`config.mk`:
```
export PLATFORM = sky130hd
export DESIGN_NAME = debug_controller
export DESIGN_NICKNAME = d
export VERILOG_FILES = /design/src/rtl/debug_pkg.sv /design/src/rtl/dbg_wait_counter.sv /design/src/rtl/debug_controller.sv
export SDC_FILE = /design/constraint.sdc
export NUM_CORES = 1
export LEC_CHECK = 0
export ABC_AREA = 1
export BUFFER_PORTS_ARGS = -buffer_cell sky130_fd_sc_hd__buf_2
export CELL_PAD_IN_SITES_DETAIL_PLACEMENT = 2
export CELL_PAD_IN_SITES_GLOBAL_PLACEMENT = 2
export CORE_MARGIN = 8
export CORE_UTILIZATION = 30
export CTS_CLUSTER_DIAMETER = 150
export DETAILED_ROUTE_END_ITERATION = 8
export GPL_TIMING_DRIVEN = 0
export PLACE_DENSITY_LB_ADDON = 0.05
export SYNTH_ARGS = -nofsm -noshare
export SYNTH_HDL_FRONTEND = slang
export SYNTH_SLANG_ARGS = --single-unit
```
`constraint.sdc`:
```
create_clock -name clk -period 2.8 [get_ports clk]
set_clock_uncertainty 0.1 [all_clocks]
set_input_delay 0.56 -clock clk [delete_from_list [all_inputs] [get_ports clk]]
set_output_delay 0.56 -clock clk [all_outputs]
set_load 0.01 [all_outputs]
```
`src/rtl/debug_pkg.sv`:
```
`default_nettype none
// ============================================================================
// Module   : debug_pkg
// Brief    : Debug command codes, controller states and memory size encodings
//            shared by the serial front end and the debug controller.
// Revision : 1.0
// ============================================================================
package debug_pkg;

    typedef enum logic [3:0] {
        CMD_NONE     = 4'h0,
        CMD_PAUSE    = 4'h1,
        CMD_RESUME   = 4'h2,
        CMD_RESET    = 4'h3,
        CMD_STATUS   = 4'h4,
        CMD_REG_RD   = 4'h5,
        CMD_REG_WR   = 4'h6,
        CMD_MEM_RD_W = 4'h7,
        CMD_MEM_WR_W = 4'h8,
        CMD_MEM_RD_B = 4'h9,
        CMD_MEM_WR_B = 4'hA
    } cmd_t;

    typedef enum logic [2:0] {
        ST_IDLE      = 3'd0,
        ST_WAIT_HALT = 3'd1,
        ST_RST       = 3'd2,
        ST_MEM_WAIT  = 3'd3,
        ST_DONE      = 3'd4
    } state_t;

    localparam logic [1:0] MEM_SIZE_BYTE = 2'd0;
    localparam logic [1:0] MEM_SIZE_WORD = 2'd2;

    function automatic logic is_mem_read(cmd_t c);
        return (c == CMD_MEM_RD_W) || (c == CMD_MEM_RD_B);
    endfunction

    function automatic logic is_mem_word(cmd_t c);
        return (c == CMD_MEM_RD_W) || (c == CMD_MEM_WR_W);
    endfunction

endpackage
`default_nettype wire

```
`src/rtl/dbg_wait_counter.sv`:
```
`default_nettype none
// ============================================================================
// Module   : dbg_wait_counter
// Brief    : Loadable down-counter; expired while the count sits at zero.
// Revision : 1.0
// ============================================================================
module dbg_wait_counter #(
    parameter int WIDTH = 16
) (
    input  logic             clk,
    input  logic             reset,
    input  logic             load,
    input  logic [WIDTH-1:0] load_value,
    input  logic             enable,
    output logic             expired
);

    logic [WIDTH-1:0] count;

    always_ff @(posedge clk) begin
        if (reset) begin
            count <= '0;
        end else if (load) begin
            count <= load_value;
        end else if (enable && (count != '0)) begin
            count <= count - WIDTH'(1);
        end
    end

    assign expired = (count == '0);

endmodule
`default_nettype wire

```
`src/rtl/debug_controller.sv`:
```
`default_nettype none
// ============================================================================
// Module   : debug_controller
// Brief    : Executes decoded debug commands against the RV32 core, its
//            register file and memory; reports busy, read data and error.
// Revision : 1.0
// ============================================================================
module debug_controller
    import debug_pkg::*;
#(
    parameter int MEM_LATENCY  = 2,
    parameter int RESET_CYCLES = 4,
    parameter int HALT_TIMEOUT = 1024
) (
    input  logic        clk,
    input  logic        reset,
    input  logic [3:0]  cmd,
    input  logic [31:0] addr,
    input  logic [31:0] d_in,
    input  logic        in_valid,
    output logic        ctrlr_busy,
    output logic [31:0] d_rd,
    output logic        error,
    output logic        mcu_pause,
    input  logic        mcu_halted,
    output logic        mcu_reset,
    output logic        mem_rd,
    output logic        mem_we,
    output logic [1:0]  mem_size,
    output logic [31:0] mem_addr,
    output logic [31:0] mem_din,
    input  logic [31:0] mem_dout,
    output logic        reg_rd,
    output logic        reg_we,
    output logic [4:0]  reg_addr,
    output logic [31:0] reg_din,
    input  logic [31:0] reg_dout
);

    localparam int CNT_W = $clog2(HALT_TIMEOUT + RESET_CYCLES + MEM_LATENCY) + 1;
    // Every wait loads N-1 so the exit decision lands on the N-th edge.
    localparam logic [CNT_W-1:0] HALT_LOAD  = CNT_W'(HALT_TIMEOUT - 1);
    localparam logic [CNT_W-1:0] RESET_LOAD = CNT_W'(RESET_CYCLES - 1);
    localparam logic [CNT_W-1:0] MEM_LOAD   = CNT_W'(MEM_LATENCY - 1);

    state_t      state,      state_nxt;
    cmd_t        cmd_q,      cmd_nxt;
    logic [31:0] addr_q,     addr_nxt;
    logic [31:0] din_q,      din_nxt;
    logic        busy_nxt,   error_nxt,  pause_nxt,  mreset_nxt;
    logic [31:0] d_rd_nxt;
    logic        mem_rd_nxt, mem_we_nxt, reg_rd_nxt, reg_we_nxt;
    logic [1:0]  mem_size_nxt;
    logic [31:0] mem_addr_nxt, mem_din_nxt, reg_din_nxt;
    logic [4:0]  reg_addr_nxt;
    logic             cnt_load, cnt_enable, cnt_expired;
    logic [CNT_W-1:0] cnt_value;
    logic             core_stopped;

    assign core_stopped = mcu_pause && mcu_halted;

    dbg_wait_counter #(
        .WIDTH (CNT_W)
    ) u_wait_counter (
        .clk        (clk),
        .reset      (reset),
        .load       (cnt_load),
        .load_value (cnt_value),
        .enable     (cnt_enable),
        .expired    (cnt_expired)
    );

    always_ff @(posedge clk) begin
        if (reset) begin
            state      <= ST_IDLE;
            cmd_q      <= CMD_NONE;
            addr_q     <= '0;
            din_q      <= '0;
            ctrlr_busy <= 1'b0;
            d_rd       <= '0;
            error      <= 1'b0;
            mcu_pause  <= 1'b0;
            mcu_reset  <= 1'b0;
            mem_rd     <= 1'b0;
            mem_we     <= 1'b0;
            mem_size   <= '0;
            mem_addr   <= '0;
            mem_din    <= '0;
            reg_rd     <= 1'b0;
            reg_we     <= 1'b0;
            reg_addr   <= '0;
            reg_din    <= '0;
        end else begin
            state      <= state_nxt;
            cmd_q      <= cmd_nxt;
            addr_q     <= addr_nxt;
            din_q      <= din_nxt;
            ctrlr_busy <= busy_nxt;
            d_rd       <= d_rd_nxt;
            error      <= error_nxt;
            mcu_pause  <= pause_nxt;
            mcu_reset  <= mreset_nxt;
            mem_rd     <= mem_rd_nxt;
            mem_we     <= mem_we_nxt;
            mem_size   <= mem_size_nxt;
            mem_addr   <= mem_addr_nxt;
            mem_din    <= mem_din_nxt;
            reg_rd     <= reg_rd_nxt;
            reg_we     <= reg_we_nxt;
            reg_addr   <= reg_addr_nxt;
            reg_din    <= reg_din_nxt;
        end
    end

    always_comb begin
        state_nxt    = state;
        cmd_nxt      = cmd_q;
        addr_nxt     = addr_q;
        din_nxt      = din_q;
        busy_nxt     = ctrlr_busy;
        d_rd_nxt     = d_rd;
        error_nxt    = error;
        pause_nxt    = mcu_pause;
        mreset_nxt   = mcu_reset;
        mem_rd_nxt   = 1'b0;
        mem_we_nxt   = 1'b0;
        mem_size_nxt = mem_size;
        mem_addr_nxt = mem_addr;
        mem_din_nxt  = mem_din;
        reg_rd_nxt   = 1'b0;
        reg_we_nxt   = 1'b0;
        reg_addr_nxt = reg_addr;
        reg_din_nxt  = reg_din;
        cnt_load     = 1'b0;
        cnt_value    = '0;
        cnt_enable   = 1'b0;

        case (state)
            ST_IDLE: begin
                // IDLE with busy low accepts; IDLE with busy high executes the latched command.
                if (!ctrlr_busy) begin
                    if (in_valid && (cmd != CMD_NONE)) begin
                        cmd_nxt   = cmd_t'(cmd);
                        addr_nxt  = addr;
                        din_nxt   = d_in;
                        d_rd_nxt  = '0;
                        error_nxt = 1'b0;
                        busy_nxt  = 1'b1;
                    end
                end else begin
                    state_nxt = ST_DONE;
                    case (cmd_q)
                        CMD_PAUSE: begin
                            pause_nxt = 1'b1;
                            if (!mcu_halted) begin
                                state_nxt = ST_WAIT_HALT;
                                cnt_load  = 1'b1;
                                cnt_value = HALT_LOAD;
                            end
                        end
                        CMD_RESUME: pause_nxt = 1'b0;
                        CMD_RESET: begin
                            mreset_nxt = 1'b1;
                            state_nxt  = ST_RST;
                            cnt_load   = 1'b1;
                            cnt_value  = RESET_LOAD;
                        end
                        CMD_STATUS: d_rd_nxt = {30'b0, mcu_halted, mcu_pause};
                        CMD_REG_RD, CMD_REG_WR: begin
                            if (core_stopped && (addr_q[31:5] == '0)) begin
                                reg_addr_nxt = addr_q[4:0];
                                if (cmd_q == CMD_REG_RD) begin
                                    reg_rd_nxt = 1'b1;
                                end else begin
                                    reg_we_nxt  = 1'b1;
                                    reg_din_nxt = din_q;
                                end
                            end else begin
                                error_nxt = 1'b1;
                            end
                        end
                        CMD_MEM_RD_W, CMD_MEM_WR_W, CMD_MEM_RD_B, CMD_MEM_WR_B: begin
                            if (core_stopped && (!is_mem_word(cmd_q) || (addr_q[1:0] == 2'b00))) begin
                                mem_addr_nxt = addr_q;
                                mem_size_nxt = is_mem_word(cmd_q) ? MEM_SIZE_WORD : MEM_SIZE_BYTE;
                                if (is_mem_read(cmd_q)) begin
                                    mem_rd_nxt = 1'b1;
                                    state_nxt  = ST_MEM_WAIT;
                                    cnt_load   = 1'b1;
                                    cnt_value  = MEM_LOAD;
                                end else begin
                                    mem_we_nxt  = 1'b1;
                                    mem_din_nxt = din_q;
                                end
                            end else begin
                                error_nxt = 1'b1;
                            end
                        end
                        default: error_nxt = 1'b1;
                    endcase
                end
            end
            ST_WAIT_HALT: begin
                cnt_enable = 1'b1;
                if (mcu_halted) begin
                    state_nxt = ST_DONE;
                end else if (cnt_expired) begin
                    error_nxt = 1'b1;
                    state_nxt = ST_DONE;
                end
            end
            ST_RST: begin
                cnt_enable = 1'b1;
                if (cnt_expired) begin
                    mreset_nxt = 1'b0;
                    state_nxt  = ST_DONE;
                end
            end
            ST_MEM_WAIT: begin
                cnt_enable = 1'b1;
                if (cnt_expired) begin
                    d_rd_nxt  = (mem_size == MEM_SIZE_BYTE) ? {24'b0, mem_dout[7:0]} : mem_dout;
                    state_nxt = ST_DONE;
                end
            end
            ST_DONE: begin
                // Register reads complete here: reg_dout is valid while reg_rd is high.
                if (reg_rd) begin
                    d_rd_nxt = reg_dout;
                end
                busy_nxt  = 1'b0;
                state_nxt = ST_IDLE;
            end
            default: state_nxt = ST_IDLE;
        endcase
    end

endmodule
`default_nettype wire

```
==> metrics.md <==
| Metric | Value |
|---|---|
| Mean Syn Cell Area | between 7 and 8 um^2 |
| Fillers | between 3000 and 4000 |
| Syn Nets | 1437 |
| Total Routing Usage GR | roughly 20% |
| Final Hold Vio Count | 0 |
| CTS Buf Count | 27 |
| Initial core utilization | between 30 and 40% |
| Starting DRT DRC Count | 286 |
| Yosys warns | 0 |
| RSZ-0062 raised after global routing | no |
| Status | completed |
| Core area | roughly 31000 um^2 |
| Final Worst Setup Slack | roughly 0.49 ns |
| Antenna violations before repair | 6 |
| Critical Path RT | approximately 3.2 ns |
| Most frequent cells in the layout | 331 x nor2_1, 304 x buf_2, 225 x dfxtp_1 |
| Slew Viols, Final | 0 |
| Crit-path cells | nor2_4, nand3_2, a21oi_2, nand3_2, nor2_2, buf_2, o21ai_0, nor2_1 |
| Htree depth | 1 |
| Crit-path max FO | 10 |
| IO Count | roughly 280 |
| Fin nets | 1742 |
| Via count | a little under 10000 |
| Static Leak | approximately 6.2 nW |
| Slowest CP cell | nor2_2 |
| First-pass GRT wire length | slightly below 60 mm |
| Drt pass-1 iters | 4 |
| Clk_lat worst skew | roughly 0.55 ns |
| CTS tree | yes |
| Dpl cells | between 1500 and 2000 |
| Largest net degree at the start of global routing | 15 |
| FMAX | between 400 and 500 MHz |
| CTS Hold Bufs | 0 |
| Number of I/O port buffers | between 200 and 300 |
| Antenna-violating nets left | 0 |
| Min-Delay Path Class | primary input to flop |
| Area Growth Syn to Fin | 29.6% |
| Clock Tree Root | clkbuf_16 |
| Crit path time final | 2.31 ns |
| Crit Path Category | flop to flop |
| Register Area | 4500 um^2 |
| Row cnt | between 60 and 70 |
| Placed cell area | 11100 um^2 |
| Crit start category | flop |
| R2r setup slk | 0.49 ns |
| Vert. Die Dim | about 190 um |
| Vias in the first global route | 10623 |
| Gr ovfl total | 0 |
| Crit. End Element | flop |
| Fin cells | ~2000 |
| Die width | 192 um |
| Worst Path Arrival | about 2.7 ns |
| Multi-input logic area | between 3000 and 4000 um^2 |
| MaxCap Viol Count | 0 |
| Commonest non-fill, non-tap cell in the layout | nor2_1 |
| DRT Wirelength | between 30 and 40 mm |
| Yosys reg bits | approximately 230 |
| Power density cells | a little under 700 nW/um^2 |
| Routed vias/inst | 4.84 |
| RePlAce Congestion | 0.783 |
| Clk sinks | 225 |
| Die area | between 30000 and 40000 um^2 |
| Crit path top cell by count | nand3_2 |
| Clock slew at reported path FFs | 0.06 ns |
| Distinct cells, synth | 34 |
| Final Cycle Share | between 80% and 90% |
| Slew at the pin with the worst max-slew slack | roughly 0.74 ns |
| VDD IR max | around 0.00044 V |
| Layout cells sized above 1 | between 20% and 30% |
| Setup violators final | 0 |
| Largest stage delay, worst path | 0.37 ns |
| Cells after Synth | around 1300 |
| DRC viols | 0 |
| Clock tree buffer depth | 3 |
| Slew Limit Headroom | 50.6% |
| Final std cell area, no fill | 12000 um^2 |
| Sequential share of the synthesized area | between 40% and 50% |
| HPWL Detailed | about 28 mm |
| Post-synth design cell area | 9250 um^2 |
| Average wire per standard cell | 18.4 um |
| Pre-CTS WS | -0.368 ns |
[power by group]
part	switching [mW]	internal, mW
Clock	1.38	2.01
Sequential	0.141	3.45
Combinational	0.899	0.462
Total	2.42	5.92
[stage by stage]
| stage | hold slack [ns] | total power, mW | util (%) | setup TNS, ns |
|---|---|---|---|---|
| detailed placement | 0.339 | 5.04 | 36.5 | -15.23 |
| floorplan | 0.341 | 4.46 | - | 0 |
| global placement | 0.335 | 4.99 | 36.5 | -9.49 |
| finish | 0.141 | 8.35 | 39.3 | 0 |
| CTS | 0.121 | 8.48 | 39.3 | 0 |
| global route | 0.129 | 8.81 | 39.3 | 0 |
[critical path, delay by kind of cell (launching register included)]
family,cells,cell delay [ns]
AOI/OAI and AO/OA,2,0.35
buffers and inverters,1,0.30
DFF,1,0.36
and+or+nand+nor,5,1.14
[sequential cells by signal, indices dropped and copies added (netlist names), 3 cells and up]
| name | cells |
|---|---|
| addr_q | 32 |
| cmd_q | 4 |
| d_rd | 32 |
| din_q | 32 |
| mem_addr | 32 |
| mem_din | 32 |
| reg_addr | 5 |
| reg_din | 32 |
| state | 3 |
| u_wait_counter.count | 12 |
[what timing repair did]
item	4_1_cts	5_1_grt
setup endpoints to repair	0	1
gates resized for setup	0	3
setup buffers	0	0
[cell usage after synthesis]
cell type  instances  area (um^2)
buf_4              4         30.0
nand3b_1           1         7.51
xor2_1             6         52.6
o22ai_2            1         12.5
clkinv_2           1         5.00
nor3_1            10         50.1
nand4_1           20          125
dfxtp_1          225         4500
nor2_1           331         1240
nand3_1           71          355
nand3_2            3         30.0
ha_1               2         25.0
a41oi_1            1         8.76
nor3b_4            1         18.8
a31oi_1            1         6.26
buf_1              1         3.75
conb_1             1         3.75
nand2_2            2         12.5
nand2_1          165          619
inv_1            104          390
o21ai_0          138          691
inv_2              6         22.5
o21ai_1           32          160
buf_2             28          140
nor4_1             1         6.26
clkbuf_1          47          176
xnor2_1            1         8.76
a21oi_1           78          390
nor2_4             3         33.8
nand4_2            1         12.5
a211oi_1           1         7.51
nor2_2             5         31.3
a32o_1             6         60.1
a21oi_2            1         8.76
[final cells by class]
type	count	share of cell area, %
Clock buffer	44	6.92
Timing Repair Buffer	276	11.5
Buffer	80	2.93
Multi-Input combinational cell	883	33.2
Sequential cell	225	37.6
Inverter	111	3.49
Tap cell	396	4.13
Antenna cell	1	0.0209
Clock inverter	2	0.209
[per-layer routing]
metal	routed length [um]	global-route usage, %
met1	16800	24.8
met2	17600	33.7
met3	1940	4.47
met4	769	4.44
met5	61	0
[path summary, 6_finish.rpt]
kind                  from          end  depth (start not counted)
setup / recovery  state[0]  mem_din[25]                          8
setup reg to reg  state[0]  mem_din[25]                          8
hold reg to reg      error        error                          2
hold / removal    d_in[15]    din_q[15]                          3
[cells by family (layout without fill, tap and decap cells)]
logic type | Yosys count | count (layout) | share of synthesized area (%)
XOR/XNOR | 7 | 7 | 0.663
flip-flops | 225 | 225 | 48.7
adder cells (fa/ha/maj) | 2 | 2 | 0.270
AND/OR/NAND/NOR | 614 | 614 | 27.5
AO/OA/AOI/OAI | 259 | 259 | 14.5
other | 1 | 2 | 0.0405
buffers and inverters | 191 | 513 | 8.30
Power figures use the tool's default switching activity.
